--- config.mk ---
export PLATFORM = sky130hd
export DESIGN_NAME = tq_idct_4x4_seq_flat
export DESIGN_NICKNAME = d
export VERILOG_FILES = /design/src/rtl/tq_idct_4x4_seq_if.sv /design/src/rtl/tq_idct_4x4_seq.sv /design/src/flat_wrapper.sv
export SDC_FILE = /design/constraint.sdc
export NUM_CORES = 1
export LEC_CHECK = 0
export CAP_MARGIN = 20
export CORE_ASPECT_RATIO = 0.5
export CORE_MARGIN = 3
export CORE_UTILIZATION = 55
export DETAILED_ROUTE_END_ITERATION = 6
export DONT_BUFFER_PORTS = 1
export PLACE_DENSITY = 0.71
export SLEW_MARGIN = 10
export SYNTH_ARGS = -nofsm -noshare
export SYNTH_HDL_FRONTEND = slang
export SYNTH_SLANG_ARGS = --single-unit
--- constraint.sdc ---
create_clock -name clk -period 9.4 [get_ports clk]
set_input_delay 2.35 -clock clk [delete_from_list [all_inputs] [get_ports clk]]
set_output_delay 2.35 -clock clk [all_outputs]
set_load 0.005 [all_outputs]
--- src/rtl/tq_idct_4x4_seq_if.sv ---
// Row-in / column-out handshake bundle for the 4x4 inverse core transform.
// The master drives rows and the output ready; the slave (transform) drives everything else.
interface tq_idct_4x4_seq_if #(
  parameter int unsigned COEF_WIDTH = 16,
  parameter int unsigned RES_WIDTH  = 9
);
  logic                        in_valid_i;
  logic                        in_ready_o;
  logic signed [COEF_WIDTH-1:0] in_c0_i;
  logic signed [COEF_WIDTH-1:0] in_c1_i;
  logic signed [COEF_WIDTH-1:0] in_c2_i;
  logic signed [COEF_WIDTH-1:0] in_c3_i;
  logic                        out_valid_o;
  logic                        out_ready_i;
  logic [1:0]                  out_col_o;
  logic signed [RES_WIDTH-1:0]  out_r0_o;
  logic signed [RES_WIDTH-1:0]  out_r1_o;
  logic signed [RES_WIDTH-1:0]  out_r2_o;
  logic signed [RES_WIDTH-1:0]  out_r3_o;

  modport master (
    output in_valid_i, in_c0_i, in_c1_i, in_c2_i, in_c3_i, out_ready_i,
    input  in_ready_o, out_valid_o, out_col_o, out_r0_o, out_r1_o, out_r2_o, out_r3_o
  );

  modport slave (
    input  in_valid_i, in_c0_i, in_c1_i, in_c2_i, in_c3_i, out_ready_i,
    output in_ready_o, out_valid_o, out_col_o, out_r0_o, out_r1_o, out_r2_o, out_r3_o
  );
endinterface

--- src/rtl/tq_idct_4x4_seq.sv ---
// Sequential H.264-style 4x4 inverse core transform: horizontal pass on row entry,
// vertical pass plus rounding/saturation on column exit, single block buffer.
module tq_idct_4x4_seq #(
  parameter int unsigned COEF_WIDTH = 16,
  parameter int unsigned RES_WIDTH  = 9
) (
  input logic              clk,
  input logic              rst_n,
  input logic              clear_i,
  tq_idct_4x4_seq_if.slave bus
);

  localparam int unsigned HW    = COEF_WIDTH + 2;
  localparam int unsigned VW    = COEF_WIDTH + 5;
  localparam int unsigned EXT_C = HW - COEF_WIDTH;
  localparam int unsigned EXT_H = VW - HW;

  typedef logic signed [HW-1:0]        hor_t;
  typedef logic signed [VW-1:0]        wide_t;
  typedef logic signed [RES_WIDTH-1:0] res_t;
  typedef enum logic [0:0] {StLoad, StOut} state_e;

  localparam wide_t SAT_HI = wide_t'((2 ** (RES_WIDTH - 1)) - 1);
  localparam wide_t SAT_LO = wide_t'(-(2 ** (RES_WIDTH - 1)));

  function automatic void idct_h(input hor_t a0, input hor_t a1, input hor_t a2,
                                 input hor_t a3, output hor_t d0, output hor_t d1,
                                 output hor_t d2, output hor_t d3);
    hor_t e0, e1, e2, e3;
    e0 = a0 + a2;
    e1 = a0 - a2;
    e2 = (a1 >>> 1) - a3;
    e3 = a1 + (a3 >>> 1);
    d0 = e0 + e3;
    d1 = e1 + e2;
    d2 = e1 - e2;
    d3 = e0 - e3;
  endfunction

  function automatic void idct_v(input wide_t a0, input wide_t a1, input wide_t a2,
                                 input wide_t a3, output wide_t d0, output wide_t d1,
                                 output wide_t d2, output wide_t d3);
    wide_t e0, e1, e2, e3;
    e0 = a0 + a2;
    e1 = a0 - a2;
    e2 = (a1 >>> 1) - a3;
    e3 = a1 + (a3 >>> 1);
    d0 = e0 + e3;
    d1 = e1 + e2;
    d2 = e1 - e2;
    d3 = e0 - e3;
  endfunction

  function automatic res_t round_sat(input wide_t v);
    wide_t r;
    r = (v + wide_t'(32)) >>> 6;
    if (r > SAT_HI) begin
      r = SAT_HI;
    end else if (r < SAT_LO) begin
      r = SAT_LO;
    end
    return r[RES_WIDTH-1:0];
  endfunction

  state_e     state_q;
  logic [1:0] row_cnt_q;
  logic [1:0] col_q;
  res_t       out_r_q [4];
  hor_t       buf_q   [4][4];
  hor_t       buf_d   [4][4];

  logic       row_acc;
  logic       out_acc;
  logic [1:0] col_nxt;
  hor_t       ha [4];
  hor_t       hd [4];
  wide_t      va [4];
  wide_t      vd [4];
  res_t       res_d [4];

  always_comb begin
    row_acc = (state_q == StLoad) & bus.in_valid_i & ~clear_i;
    out_acc = (state_q == StOut) & bus.out_ready_i & ~clear_i;

    ha[0] = {{EXT_C{bus.in_c0_i[COEF_WIDTH-1]}}, bus.in_c0_i};
    ha[1] = {{EXT_C{bus.in_c1_i[COEF_WIDTH-1]}}, bus.in_c1_i};
    ha[2] = {{EXT_C{bus.in_c2_i[COEF_WIDTH-1]}}, bus.in_c2_i};
    ha[3] = {{EXT_C{bus.in_c3_i[COEF_WIDTH-1]}}, bus.in_c3_i};
    idct_h(ha[0], ha[1], ha[2], ha[3], hd[0], hd[1], hd[2], hd[3]);

    buf_d = buf_q;
    if (row_acc) begin
      for (int j = 0; j < 4; j++) begin
        buf_d[row_cnt_q][j] = hd[j];
      end
    end

    // Vertical pass reads the post-write buffer so row 3 feeds column 0 with one-cycle latency.
    col_nxt = row_acc ? 2'd0 : col_q + 2'd1;
    for (int k = 0; k < 4; k++) begin
      va[k] = {{EXT_H{buf_d[k][col_nxt][HW-1]}}, buf_d[k][col_nxt]};
    end
    idct_v(va[0], va[1], va[2], va[3], vd[0], vd[1], vd[2], vd[3]);
    for (int k = 0; k < 4; k++) begin
      res_d[k] = round_sat(vd[k]);
    end
  end

  always_ff @(posedge clk) begin
    buf_q <= buf_d;
  end

  always_ff @(posedge clk or negedge rst_n) begin
    if (!rst_n) begin
      state_q   <= StLoad;
      row_cnt_q <= 2'd0;
      col_q     <= 2'd0;
      for (int k = 0; k < 4; k++) begin
        out_r_q[k] <= '0;
      end
    end else if (clear_i) begin
      state_q   <= StLoad;
      row_cnt_q <= 2'd0;
      col_q     <= 2'd0;
    end else begin
      unique case (state_q)
        StLoad: begin
          if (row_acc) begin
            row_cnt_q <= row_cnt_q + 2'd1;
            if (row_cnt_q == 2'd3) begin
              state_q <= StOut;
              col_q   <= 2'd0;
              out_r_q <= res_d;
            end
          end
        end
        StOut: begin
          if (out_acc) begin
            if (col_q == 2'd3) begin
              state_q   <= StLoad;
              row_cnt_q <= 2'd0;
            end else begin
              col_q   <= col_nxt;
              out_r_q <= res_d;
            end
          end
        end
        default: state_q <= StLoad;
      endcase
    end
  end

  assign bus.in_ready_o  = (state_q == StLoad);
  assign bus.out_valid_o = (state_q == StOut);
  assign bus.out_col_o   = col_q;
  assign bus.out_r0_o    = out_r_q[0];
  assign bus.out_r1_o    = out_r_q[1];
  assign bus.out_r2_o    = out_r_q[2];
  assign bus.out_r3_o    = out_r_q[3];

endmodule
--- src/flat_wrapper.sv ---
// flat-port wrapper written by rule: the top's interface ports become plain ports
module tq_idct_4x4_seq_flat 
#(
  parameter int unsigned COEF_WIDTH = 16,
  parameter int unsigned RES_WIDTH  = 9
)
  (clk, rst_n, clear_i, bus_in_valid_i, bus_in_c0_i, bus_in_c1_i, bus_in_c2_i, bus_in_c3_i, bus_out_ready_i, bus_in_ready_o, bus_out_valid_o, bus_out_col_o, bus_out_r0_o, bus_out_r1_o, bus_out_r2_o, bus_out_r3_o);
  tq_idct_4x4_seq_if #(.COEF_WIDTH(COEF_WIDTH), .RES_WIDTH(RES_WIDTH)) bus_i ();
  input logic clk;
  input logic rst_n;
  input logic clear_i;
  input wire logic [$bits(bus_i.in_valid_i)-1:0] bus_in_valid_i;
  input wire logic [$bits(bus_i.in_c0_i)-1:0] bus_in_c0_i;
  input wire logic [$bits(bus_i.in_c1_i)-1:0] bus_in_c1_i;
  input wire logic [$bits(bus_i.in_c2_i)-1:0] bus_in_c2_i;
  input wire logic [$bits(bus_i.in_c3_i)-1:0] bus_in_c3_i;
  input wire logic [$bits(bus_i.out_ready_i)-1:0] bus_out_ready_i;
  output wire logic [$bits(bus_i.in_ready_o)-1:0] bus_in_ready_o;
  output wire logic [$bits(bus_i.out_valid_o)-1:0] bus_out_valid_o;
  output wire logic [$bits(bus_i.out_col_o)-1:0] bus_out_col_o;
  output wire logic [$bits(bus_i.out_r0_o)-1:0] bus_out_r0_o;
  output wire logic [$bits(bus_i.out_r1_o)-1:0] bus_out_r1_o;
  output wire logic [$bits(bus_i.out_r2_o)-1:0] bus_out_r2_o;
  output wire logic [$bits(bus_i.out_r3_o)-1:0] bus_out_r3_o;
  assign bus_i.in_valid_i = bus_in_valid_i;
  assign bus_i.in_c0_i = bus_in_c0_i;
  assign bus_i.in_c1_i = bus_in_c1_i;
  assign bus_i.in_c2_i = bus_in_c2_i;
  assign bus_i.in_c3_i = bus_in_c3_i;
  assign bus_i.out_ready_i = bus_out_ready_i;
  assign bus_in_ready_o = bus_i.in_ready_o;
  assign bus_out_valid_o = bus_i.out_valid_o;
  assign bus_out_col_o = bus_i.out_col_o;
  assign bus_out_r0_o = bus_i.out_r0_o;
  assign bus_out_r1_o = bus_i.out_r1_o;
  assign bus_out_r2_o = bus_i.out_r2_o;
  assign bus_out_r3_o = bus_i.out_r3_o;
  tq_idct_4x4_seq #(.COEF_WIDTH(COEF_WIDTH), .RES_WIDTH(RES_WIDTH)) u_core (.clk(clk), .rst_n(rst_n), .clear_i(clear_i), .bus(bus_i));
endmodule
==> impl_metrics.yaml <==
critical_path:
  cpLargestDelayFamily: "compound AO/OA/AOI/OAI gates"
  cp.required_ps: 9930
  worst-path-buf-inv: 7
  crit_slowest_cell: "fa_2"
  slowest_delay_ps: 370
  cp.arrival_ps: 9830
  cp-end-kind: "flop"
  crit_type: "input port to flop"
  start_kind: "input port"
  cp_max_fo: 8
layout:
  final_layout_size_suffix_gt1_share_pct: 27.9
  final_area_um2: 34600
  fin_nets: 4340
  num-fill-cells: 3236
  syn2layout_area_growth_pct: 32.6
die:
  start_util_pct: 56.7
  coreArea_um2: 46000
  dieArea_um2: 50200
  die_h_um: 160
  ios: 109
  fp.dieW_um: 314
  rows: 55
timing:
  max_clock_freq_mhz: 107
  fin_hold_ws_ps: 441
  final.setup.tns_ps: 0
  setup_violations: 0
  finalMaxSlewViolations: 0
  rsz0062_at_grt: "true"
  worstMarginPinSlew_ps: 916
  period_minus_slack_ps: 9310
  maxSlewHeadroom_pct: 38.9
  skew_ps: 9.20
  finalHoldViolations: 0
  post-route-period-util_pct: 99.0
clock_tree:
  h-tree-depth: 1
  cts.path.max_buffers: 3
  clk_transition_reported_paths_ps: 60
  clkSinkCount: 329
  cts_buffers: 31
  clock-root-buffer: "clkbuf_16"
  clk-insertion-delay-late_ps: 600
  cts_hold_buf: 0
  tritoncts: "built"
global_route:
  antenna_found_initial: 0
  grt_pass1_wl_mm: 122
  grt_use_total_pct: 29.4
  overflow: 0
  grt_pass1_vias: 24344
  grt_max_degree: 67
yosys:
  synth_edf_count: 0
  netlist_area_um2: 26000
  ys_seq_area_share_pct: 26.1
  synth_top_area_share_pct: 22.1
  yosys.cell_types.count: 92
  ys_ff_latch: 329
  yosysMostFrequentCell: "nand2_1"
  syn-mean-instance-area_um2: 7.79
  netlist_top_cells_count: "nand2_1, ha_1, o21ai_0"
  syn_inst: 3342
  synthArstFlopShare_pct: 12.5
  netlist.top_cell.by_area: "dfxtp_1"
  yosys_warnings: 0
  synth_top_flop_cell: "dfxtp_1"
  synthesis.nets: 3776
  synth_area_leaders: "dfxtp_1, ha_1, nand2_1, o21ai_0, xnor2_1"
placed_design:
  gp_congestion: 0.942
  place_area_um2: 31200
  numPortBuffers: 0
  dp_hpwl_mm: 59.7
detailed_routing:
  drtIter0Drc: 2316
  drc_errors: 0
  vias: 26095
  viasPerCell: 5.73
  dr.pass1.iters: 6
  wirelength_mm: 81.2
  ant_nets: 0
  avgRoutedWirePerCell_um: 17.8
status:
  outcome: "finished clean"
job:
  maxCapViolCount: 0
min_path:
  min-delay-path-class: "flop to flop"
kinds of logic (layout without fill, tap and decap cells):
logic type                 Yosys count  in the layout  synth area share [%]
muxes                               56             56                  2.40
buffers and inverters              412            998                  5.94
AOI/OAI and AO/OA                  942            943                  23.0
and+or+nand+nor                   1014           1014                  17.2
other                                0              1                     0
adders and majority gates          365            365                  17.9
xor gates and xnor gates           224            224                  7.53
DFF                                329            329                  26.1
cell type report:
| class | instances | area [um^2] | share of cell area, % |
|---|---|---|---|
| antenna | 1 | 2.50 | 0.00724 |
| clock buffer | 48 | 940 | 2.72 |
| clock inverter | 8 | 119 | 0.344 |
| inverter | 271 | 1020 | 2.94 |
| multi-input combinational | 2602 | 19700 | 57.1 |
| sequential | 329 | 6790 | 19.7 |
| tap | 627 | 785 | 2.27 |
| timing repair buffer | 671 | 5160 | 14.9 |
cell usage in the layout, fill, tap and decap left out, types with 21 or more instances in the layout:
cell type and n:
a21o_1 39, a21oi_1 145, a21oi_2 55, buf_4 658
clkbuf_16 31, dfrtp_1 40, dfxtp_1 288, ha_1 307
ha_4 34, inv_1 264, mux2i_1 40, nand2_1 465
nand2b_1 31, nand3_1 57, nor2_1 219, nor2b_1 36
nor3_1 44, o211ai_1 23, o21a_1 28, o21ai_0 283
o21ai_1 47, o21ai_2 36, o21bai_1 42, o22ai_1 21
xnor2_1 136, xnor2_2 25, xor2_1 45
registers in the layout, indices dropped and copies added, names as in the netlist:
name / cells
u_core.buf_q: 288
u_core.bus.out_r0_o: 9
u_core.bus.out_r1_o: 9
u_core.bus.out_r2_o: 9
u_core.bus.out_r3_o: 9
u_core.bus.out_col_o: 2
u_core.row_cnt_q: 2
u_core.bus.out_valid_o: 1
per-stage QoR:
step,util (%),instances,setup WS [ps]
global route,75.2,4556,-193
detailed placement,68.0,4458,-1030
finish,75.2,4557,93.0
floorplan,-,3342,0.357
CTS,70.9,4520,-4.04
global placement,68.0,4458,-759
what timing repair did:
action,CTS,global route
pin swaps,12,152
gates cloned,0,1
gates resized for setup,54,360
setup endpoints to repair,34,36
buffers inserted,6,35
routing by layer:
| metal | wire length, um | vias to the layer above | part of all wire, % | global-route usage, % |
|---|---|---|---|---|
| li1 | - | 12679 | - | - |
| met1 | 36500 | 12320 | 45 | 40.6 |
| met2 | 35600 | 944 | 44 | 46.1 |
| met3 | 7070 | 152 | 8.7 | 7.31 |
| met4 | 2030 | 0 | 2.5 | 6.99 |
| met5 | 0 | - | 0 | 0 |
worst register-to-register path: cells and delay by family (launching register included):
family                   cells  cell delay (ps)
XOR/XNOR                     1              120
buffers and inverters        5              650
multiplexers                 1              200
flip-flops                   1              500
adder cells (fa/ha/maj)      4             1030
AO/OA/AOI/OAI               15             2970
AND/OR/NAND/NOR              8             1980
final timing paths:
| kind | depth (start not counted) | slack (ps) | end | start |
|---|---|---|---|---|
| worst max-delay path | 40 | 90 | u_core.bus.out_r3_o[0]$_DFFE_PN0P_ | bus_in_c3_i[1] |
| worst min-delay path | 2 | 440 | u_core.buf_q[213]$_DFF_P_ | u_core.buf_q[213]$_DFF_P_ |
| worst max register to register | 34 | 1820 | u_core.bus.out_r1_o[2]$_DFFE_PN0P_ | u_core.bus.out_valid_o$_DFF_PN0_ |
| worst min register to register | 2 | 440 | u_core.buf_q[213]$_DFF_P_ | u_core.buf_q[213]$_DFF_P_ |
| max in group asynchronous | 0 | 7850 | u_core.bus.out_col_o[0]$_DFFE_PN0P_ | rst_n |
| min in group asynchronous | 0 | 1440 | u_core.bus.out_r2_o[6]$_DFFE_PN0P_ | rst_n |
Power is left out: the tool's default activity adds up to more than one toggle a clock period on the data nets, which glitch-free logic cannot reach.
